`src/rtl/instr_fetch_seq_if.sv`:
```
// Bundles the sequencer's signals toward the instruction ROM, the control decoder,
// the jump LUT and the program controller.
//   master : the sequencer (drives prog_addr, instr, opcode, instr_valid, done)
//   slave  : the surrounding system (drives start, stall, rom_data, decoder answers)
// Optional macro FETCH_PERF_EN adds the instr_cnt / taken_cnt performance counters.
interface instr_fetch_seq_if #(
    parameter int unsigned PC_W    = 10,
    parameter int unsigned INSTR_W = 9,
    parameter int unsigned OP_W    = 4
);
    logic               start;
    logic               stall;
    logic [PC_W-1:0]    prog_addr;
    logic [INSTR_W-1:0] rom_data;
    logic [INSTR_W-1:0] instr;
    logic [OP_W-1:0]    opcode;
    logic               instr_valid;
    logic               uncd_jmp;
    logic               j_type;
    logic               br_flag;
    logic [PC_W-1:0]    jmp_target;
    logic               done;
`ifdef FETCH_PERF_EN
    logic [15:0]        instr_cnt;
    logic [15:0]        taken_cnt;
`endif

    modport master (
        input  start, stall, rom_data, uncd_jmp, j_type, br_flag, jmp_target,
`ifdef FETCH_PERF_EN
        output instr_cnt, taken_cnt,
`endif
        output prog_addr, instr, opcode, instr_valid, done
    );

    modport slave (
        output start, stall, rom_data, uncd_jmp, j_type, br_flag, jmp_target,
`ifdef FETCH_PERF_EN
        input  instr_cnt, taken_cnt,
`endif
        input  prog_addr, instr, opcode, instr_valid, done
    );
endinterface

```
`src/rtl/instr_fetch_seq.sv`:
```
// Instruction fetch / sequencer. Owns the PC, reads the instruction ROM, presents
// each instruction to the control decoder and picks the next PC from the decoder's
// jump answer and the ALU branch flag. Two cycles per instruction (FETCH, EXEC).
// Ports:
//   clk   : clock, all state on the rising edge
//   reset : synchronous, active-high; discards any in-flight instruction
//   bus   : instr_fetch_seq_if.master (start/stall in, ROM address/data,
//           instruction + opcode + instr_valid out, decoder answers in, done out)
// Optional macro FETCH_PERF_EN: adds saturating instr_cnt / taken_cnt counters.
module instr_fetch_seq #(
    parameter int unsigned      PC_W    = 10,
    parameter int unsigned      INSTR_W = 9,
    parameter int unsigned      OP_W    = 4,
    parameter logic [OP_W-1:0]  HALT_OP = {OP_W{1'b1}}
) (
    input  logic               clk,
    input  logic               reset,
    instr_fetch_seq_if.master  bus
);
    typedef enum logic [1:0] {
        S_IDLE  = 2'd0,
        S_FETCH = 2'd1,
        S_EXEC  = 2'd2,
        S_HALT  = 2'd3
    } state_t;

    state_t             state_q, state_d;
    logic [PC_W-1:0]    pc_q, pc_d;
    logic [INSTR_W-1:0] instr_q, instr_d;
    logic               valid_q, valid_d;
    logic               done_q, done_d;
    logic [OP_W-1:0]    op_c;
    logic               taken_c;

    assign op_c    = instr_q[INSTR_W-1 -: OP_W];
    // A jump needs the decoder's jump class; UncdJmp alone is an ordinary instruction.
    assign taken_c = bus.j_type & (bus.uncd_jmp | bus.br_flag);

`ifdef FETCH_PERF_EN
    logic [15:0] icnt_q, icnt_d;
    logic [15:0] tcnt_q, tcnt_d;
`endif

    // Next-state, next-PC and next-output logic.
    always_comb begin
        state_d = state_q;
        pc_d    = pc_q;
        instr_d = instr_q;
        valid_d = valid_q;
        done_d  = done_q;
`ifdef FETCH_PERF_EN
        icnt_d  = icnt_q;
        tcnt_d  = tcnt_q;
`endif
        case (state_q)
            S_IDLE, S_HALT: begin
                valid_d = 1'b0;
                if (bus.start) begin
                    state_d = S_FETCH;
                    pc_d    = '0;
                    done_d  = 1'b0;
`ifdef FETCH_PERF_EN
                    icnt_d  = 16'd0;
                    tcnt_d  = 16'd0;
`endif
                end
            end
            S_FETCH: begin
                // ROM data belongs to pc_q, driven since the edge that entered FETCH.
                if (!bus.stall) begin
                    instr_d = bus.rom_data;
                    valid_d = 1'b1;
                    state_d = S_EXEC;
                end
            end
            S_EXEC: begin
                if (!bus.stall) begin
                    valid_d = 1'b0;
`ifdef FETCH_PERF_EN
                    icnt_d  = (icnt_q == 16'hFFFF) ? icnt_q : icnt_q + 16'd1;
`endif
                    if (op_c == HALT_OP) begin
                        state_d = S_HALT;
                        done_d  = 1'b1;
                    end else begin
                        state_d = S_FETCH;
                        if (taken_c) begin
                            pc_d = bus.jmp_target;
`ifdef FETCH_PERF_EN
                            tcnt_d = (tcnt_q == 16'hFFFF) ? tcnt_q : tcnt_q + 16'd1;
`endif
                        end else begin
                            pc_d = pc_q + PC_W'(1);
                        end
                    end
                end
            end
            default: begin
                state_d = S_IDLE;
                valid_d = 1'b0;
            end
        endcase
    end

    // State and output registers.
    always_ff @(posedge clk) begin
        if (reset) begin
            state_q <= S_IDLE;
            pc_q    <= '0;
            instr_q <= '0;
            valid_q <= 1'b0;
            done_q  <= 1'b0;
`ifdef FETCH_PERF_EN
            icnt_q  <= 16'd0;
            tcnt_q  <= 16'd0;
`endif
        end else begin
            state_q <= state_d;
            pc_q    <= pc_d;
            instr_q <= instr_d;
            valid_q <= valid_d;
            done_q  <= done_d;
`ifdef FETCH_PERF_EN
            icnt_q  <= icnt_d;
            tcnt_q  <= tcnt_d;
`endif
        end
    end

    // ROM address is the PC register itself, so both move on the same edge.
    assign bus.prog_addr   = pc_q;
    assign bus.instr       = instr_q;
    assign bus.opcode      = op_c;
    assign bus.instr_valid = valid_q;
    assign bus.done        = done_q;
`ifdef FETCH_PERF_EN
    assign bus.instr_cnt   = icnt_q;
    assign bus.taken_cnt   = tcnt_q;
`endif
endmodule

```
`src/flat_wrapper.sv`:
```
// flat-port wrapper written by rule: the top's interface ports become plain ports
module instr_fetch_seq_flat 
#(
    parameter int unsigned      PC_W    = 10,
    parameter int unsigned      INSTR_W = 9,
    parameter int unsigned      OP_W    = 4,
    parameter logic [OP_W-1:0]  HALT_OP = {OP_W{1'b1}}
)
  (clk, reset, bus_start, bus_stall, bus_rom_data, bus_uncd_jmp, bus_j_type, bus_br_flag, bus_jmp_target, bus_prog_addr, bus_instr, bus_opcode, bus_instr_valid, bus_done);
  instr_fetch_seq_if #(.PC_W(PC_W), .INSTR_W(INSTR_W), .OP_W(OP_W)) bus_i ();
  input  logic clk;
  input  logic reset;
  input wire logic [$bits(bus_i.start)-1:0] bus_start;
  input wire logic [$bits(bus_i.stall)-1:0] bus_stall;
  input wire logic [$bits(bus_i.rom_data)-1:0] bus_rom_data;
  input wire logic [$bits(bus_i.uncd_jmp)-1:0] bus_uncd_jmp;
  input wire logic [$bits(bus_i.j_type)-1:0] bus_j_type;
  input wire logic [$bits(bus_i.br_flag)-1:0] bus_br_flag;
  input wire logic [$bits(bus_i.jmp_target)-1:0] bus_jmp_target;
  output wire logic [$bits(bus_i.prog_addr)-1:0] bus_prog_addr;
  output wire logic [$bits(bus_i.instr)-1:0] bus_instr;
  output wire logic [$bits(bus_i.opcode)-1:0] bus_opcode;
  output wire logic [$bits(bus_i.instr_valid)-1:0] bus_instr_valid;
  output wire logic [$bits(bus_i.done)-1:0] bus_done;
  assign bus_i.start = bus_start;
  assign bus_i.stall = bus_stall;
  assign bus_i.rom_data = bus_rom_data;
  assign bus_i.uncd_jmp = bus_uncd_jmp;
  assign bus_i.j_type = bus_j_type;
  assign bus_i.br_flag = bus_br_flag;
  assign bus_i.jmp_target = bus_jmp_target;
  assign bus_prog_addr = bus_i.prog_addr;
  assign bus_instr = bus_i.instr;
  assign bus_opcode = bus_i.opcode;
  assign bus_instr_valid = bus_i.instr_valid;
  assign bus_done = bus_i.done;
  instr_fetch_seq #(.PC_W(PC_W), .INSTR_W(INSTR_W), .OP_W(OP_W), .HALT_OP(HALT_OP)) u_core (.clk(clk), .reset(reset), .bus(bus_i));
endmodule
```
`config.mk`:
```
export PLATFORM = sky130hd
export DESIGN_NAME = instr_fetch_seq_flat
export DESIGN_NICKNAME = d
export VERILOG_FILES = /design/src/rtl/instr_fetch_seq_if.sv /design/src/rtl/instr_fetch_seq.sv /design/src/flat_wrapper.sv
export SDC_FILE = /design/constraint.sdc
export NUM_CORES = 1
export LEC_CHECK = 0
export ABC_AREA = 1
export ABC_CLOCK_PERIOD_IN_PS = 1500
export CORE_AREA = 8 8 65 67
export DETAILED_ROUTE_END_ITERATION = 8
export DIE_AREA = 0 0 73 75
export HOLD_SLACK_MARGIN = 0.06
export PLACE_DENSITY = 0.84
export SYNTH_ARGS = -nofsm -noshare
export SYNTH_HDL_FRONTEND = slang
export SYNTH_SLANG_ARGS = --single-unit
export TNS_END_PERCENT = 30
```
`constraint.sdc`:
```
create_clock -name clk -period 1.5 [get_ports clk]
set_input_delay 0.3 -clock clk [delete_from_list [all_inputs] [get_ports clk]]
set_output_delay 0.3 -clock clk [all_outputs]
set_load 0.02 [all_outputs]
```
==> flow_metrics.tcl <==
set metrics [dict create \
    status "finished clean" \
    grt_first_pass_wirelength_um 5885 \
    numCtsBuffers 3 \
    share_seq_of_total_power_pct 48.4 \
    cp-end-kind "flip-flop" \
    hold_violations 0 \
    synth.most_common_cell "sky130_fd_sc_hd__nand2_1" \
    grtUsageTotal_pct 13.23 \
    holdCritPathClass "reg2reg" \
    synth_seq_cells 23 \
    synth.yosys.seq_area_share_pct 34.82 \
    cp_data_required_time_ns 1.75 \
    place.port_buffers 50 \
    cp_data_arrival_time_ns 1.68 \
    fin_nets 296 \
    critPathMostFrequentCell "sky130_fd_sc_hd__nand2_2" \
    final_area_um2 2022 \
    setup_viol_count_final 0 \
    final.min_clock_period_ns 1.429 \
    grt_overflow_total 0 \
    vdd.ir_drop.worst_mv 0.3376 \
    synth_largest_area_cell "sky130_fd_sc_hd__dfxtp_1" \
    drtAntennaViolNets 0 \
    p_int_mw 0.9541 \
    maximum_number_of_pins_on_one_net_before_global_route_repair 13 \
    design.die.area_um2 5475 \
    antennaDiodeCount 0 \
    dp.final_hpwl_um 2721 \
    post_drt_via_cell_ratio 4.633 \
    powerDensity_nw_per_um2 687.8 \
    finalPower_mw 1.391 \
    fp.coreArea_um2 3232 \
    cts_hold_repair.buffers 0 \
    sw_frac_of_total_pct 31.39 \
    tritoncts "done" \
    post_synth_instance_area_um2 1323 \
    placedCellCount 305 \
    drt_pre_antenna_iters 4 \
    fp-row-count 21 \
    max_freq_mhz 700.0 \
    power.share.clock_pct 20.4 \
    slowest_delay_ns 0.37 \
    cap_viol_max_count 0 \
    yosys_most_used_dff "sky130_fd_sc_hd__dfxtp_1" \
    post_drt_wl_per_cell_um 11.21 \
    fillers 308 \
    placement.setup.worst_slack_ns -0.1127 \
    worst_pin_slew_ns 0.2638 \
    critical-path-slowest-cell "sky130_fd_sc_hd__dfxtp_2" \
    yosys-top-cells-area "sky130_fd_sc_hd__dfxtp_1 (35%), sky130_fd_sc_hd__nand2_1 (14%), sky130_fd_sc_hd__nor2_1 (10%)" \
    first_global_vias 1375 \
    setup.worst_path.start_class "flip-flop" \
    total_leakage_power_nw 0.9343 \
    finClkSkew_ns 0.01369 \
    cts-root-buf "sky130_fd_sc_hd__clkbuf_4" \
    floorplan.die.height_um 75 \
    clk_latency_ns 0.31 \
    clk_transition_reported_paths_ns 0.13 \
    filler_free_cell_count_of_the_finished_design 311 \
    drt_drc_violations_left 0 \
    synth_common_cells "sky130_fd_sc_hd__nand2_1 (48), sky130_fd_sc_hd__nor2_1 (36), sky130_fd_sc_hd__dfxtp_1 (23), sky130_fd_sc_hd__inv_1 (23), sky130_fd_sc_hd__o21ai_0 (16)" \
    synthesis.instances 202 \
    synth-edff-count 0 \
    synth_top_cell_area_share_pct 34.82 \
    number_of_clock_sinks 23 \
    yosysWarnings 0 \
    rsz_0062_raised_after_global_routing "yes" \
    criticalPathCategory "reg2reg" \
    num_io_pins 51 \
    period_utilisation_layout_pct 95.24 \
    fin_tns_setup_ns 0 \
    critical_path.max_fanout 6 \
    first_iter_violations 56 \
    die_width_um 73 \
    postSynth.asyncResetShare_pct 0 \
    detailroute.via_count 1441 \
    crit_chain "ha_4, nand2_2, nand2_2, nor2_4, nand3_4, inv_4, nand2_2, a21oi_2" \
    placedInstanceArea_um2 1947 \
    area_growth_pct 52.89 \
    max-clock-path-buffers 2 \
    netSwitchingPower_mw 0.4365 \
    layout-drive-gt1-share_pct 20.00 \
    final_setup_margin_ns 0.07143 \
    antenna_found_initial 0 \
    htree_levels 1 \
    relSlewSlack_pct 82.40 \
    initial_core_utilization_pct 40.92 \
    p_comb_share_pct 31.2 \
    yosysUniqueCellTypes 23 \
    routabilityCongestion 0.8827 \
    avg_cell_area_syn_um2 6.547 \
    slew_viol_final 0 \
    mappedNetlistNets 232 \
    wirelength_um 3487 \
]
## worst paths after layout
path         slack [ns]  cells after the start                      end                    start
max                0.07                      8  u_core.bus.prog_addr[2]        u_core.state_q[1]
min                0.51                      2  u_core.bus.prog_addr[9]  u_core.bus.prog_addr[9]
max reg2reg        0.07                      8  u_core.bus.prog_addr[2]        u_core.state_q[1]
min reg2reg        0.51                      2  u_core.bus.prog_addr[9]  u_core.bus.prog_addr[9]
## state kept, by name (all words and copies together) (netlist names)
name                    cells
u_core.bus.prog_addr       10
u_core.state_q              2
u_core.bus.instr_valid      1
u_core.bus.done             1
u_core.bus.instr            9
## layer usage
metal / vias to the layer above / global-route usage [%] / part of all wire [%]
met5: - / 0 / 0
met4: 0 / 5.111 / 1.0
met3: 2 / 3.462 / 6.1
met2: 34 / 22.84 / 48
met1: 647 / 15.27 / 45
li1: 758 / - / -
## metrics by stage
| stage | hold slack, ns | util (%) |
|---|---|---|
| detailed placement | 0.5029 | 60.24 |
| global placement | 0.4942 | 60.24 |
| global route | 0.5362 | 62.56 |
| CTS | 0.5236 | 60.32 |
| floorplan | 0.3624 | - |
| finish | 0.5078 | 62.56 |
## power by group through the flow
stage / registers (mW) / clock network, mW / logic, mW
after detailed placement: 0.686 / 0 / 0.426
after CTS: 0.671 / 0.292 / 0.402
after floorplan: 0.724 / 0 / 0.183
after global placement: 0.685 / 0 / 0.423
final: 0.673 / 0.283 / 0.434
after global routing: 0.679 / 0.320 / 0.478
## layout make-up
class,instances,area (um2),area share [%]
sequential,23,462.9,22.90
multi-input combinational,146,777.0,38.43
timing repair buffer,67,598.1,29.58
inverter,25,100.1,4.950
clock buffer,4,26.28,1.300
tap,46,57.56,2.847
## worst max-delay path: cells and delay by family, from the launching register on
kind | cells | cell delay (ns)
AND/OR/NAND/NOR | 5 | 0.50
AO/OA/AOI/OAI | 1 | 0.13
flip-flops | 1 | 0.37
adder cells (fa/ha/maj) | 1 | 0.24
buffers and inverters | 1 | 0.12
## logic make-up (layout without fill, tap and decap cells)
logic type	after synthesis	in the layout	synth area share, %
compound gates	35	35	16.27
flops	23	23	34.82
buf+inv	33	96	10.59
fa+ha+maj	4	4	3.784
simple gates	107	107	34.53
## what timing repair did
item | in CTS | in global routing
pin swaps | 0 | 9
setup endpoints to repair | 29 | 21
gates resized for setup | 26 | 20
setup buffers | 0 | 2
cloned | 0 | 0
## cell usage in the layout (no fill, tap or decap), types with 7 or more instances in the layout
master                             n
sky130_fd_sc_hd__nand2_1          43
sky130_fd_sc_hd__nor2_1           31
sky130_fd_sc_hd__clkdlybuf4s50_1  25
sky130_fd_sc_hd__dlygate4sd2_1    24
sky130_fd_sc_hd__inv_1            22
sky130_fd_sc_hd__dfxtp_1          21
sky130_fd_sc_hd__buf_4            17
sky130_fd_sc_hd__o21ai_0          16
sky130_fd_sc_hd__nand3_1          14
sky130_fd_sc_hd__a21oi_2          10
sky130_fd_sc_hd__nand2_2           7
sky130_fd_sc_hd__a21oi_1           7
Power figures use the tool's default switching activity.
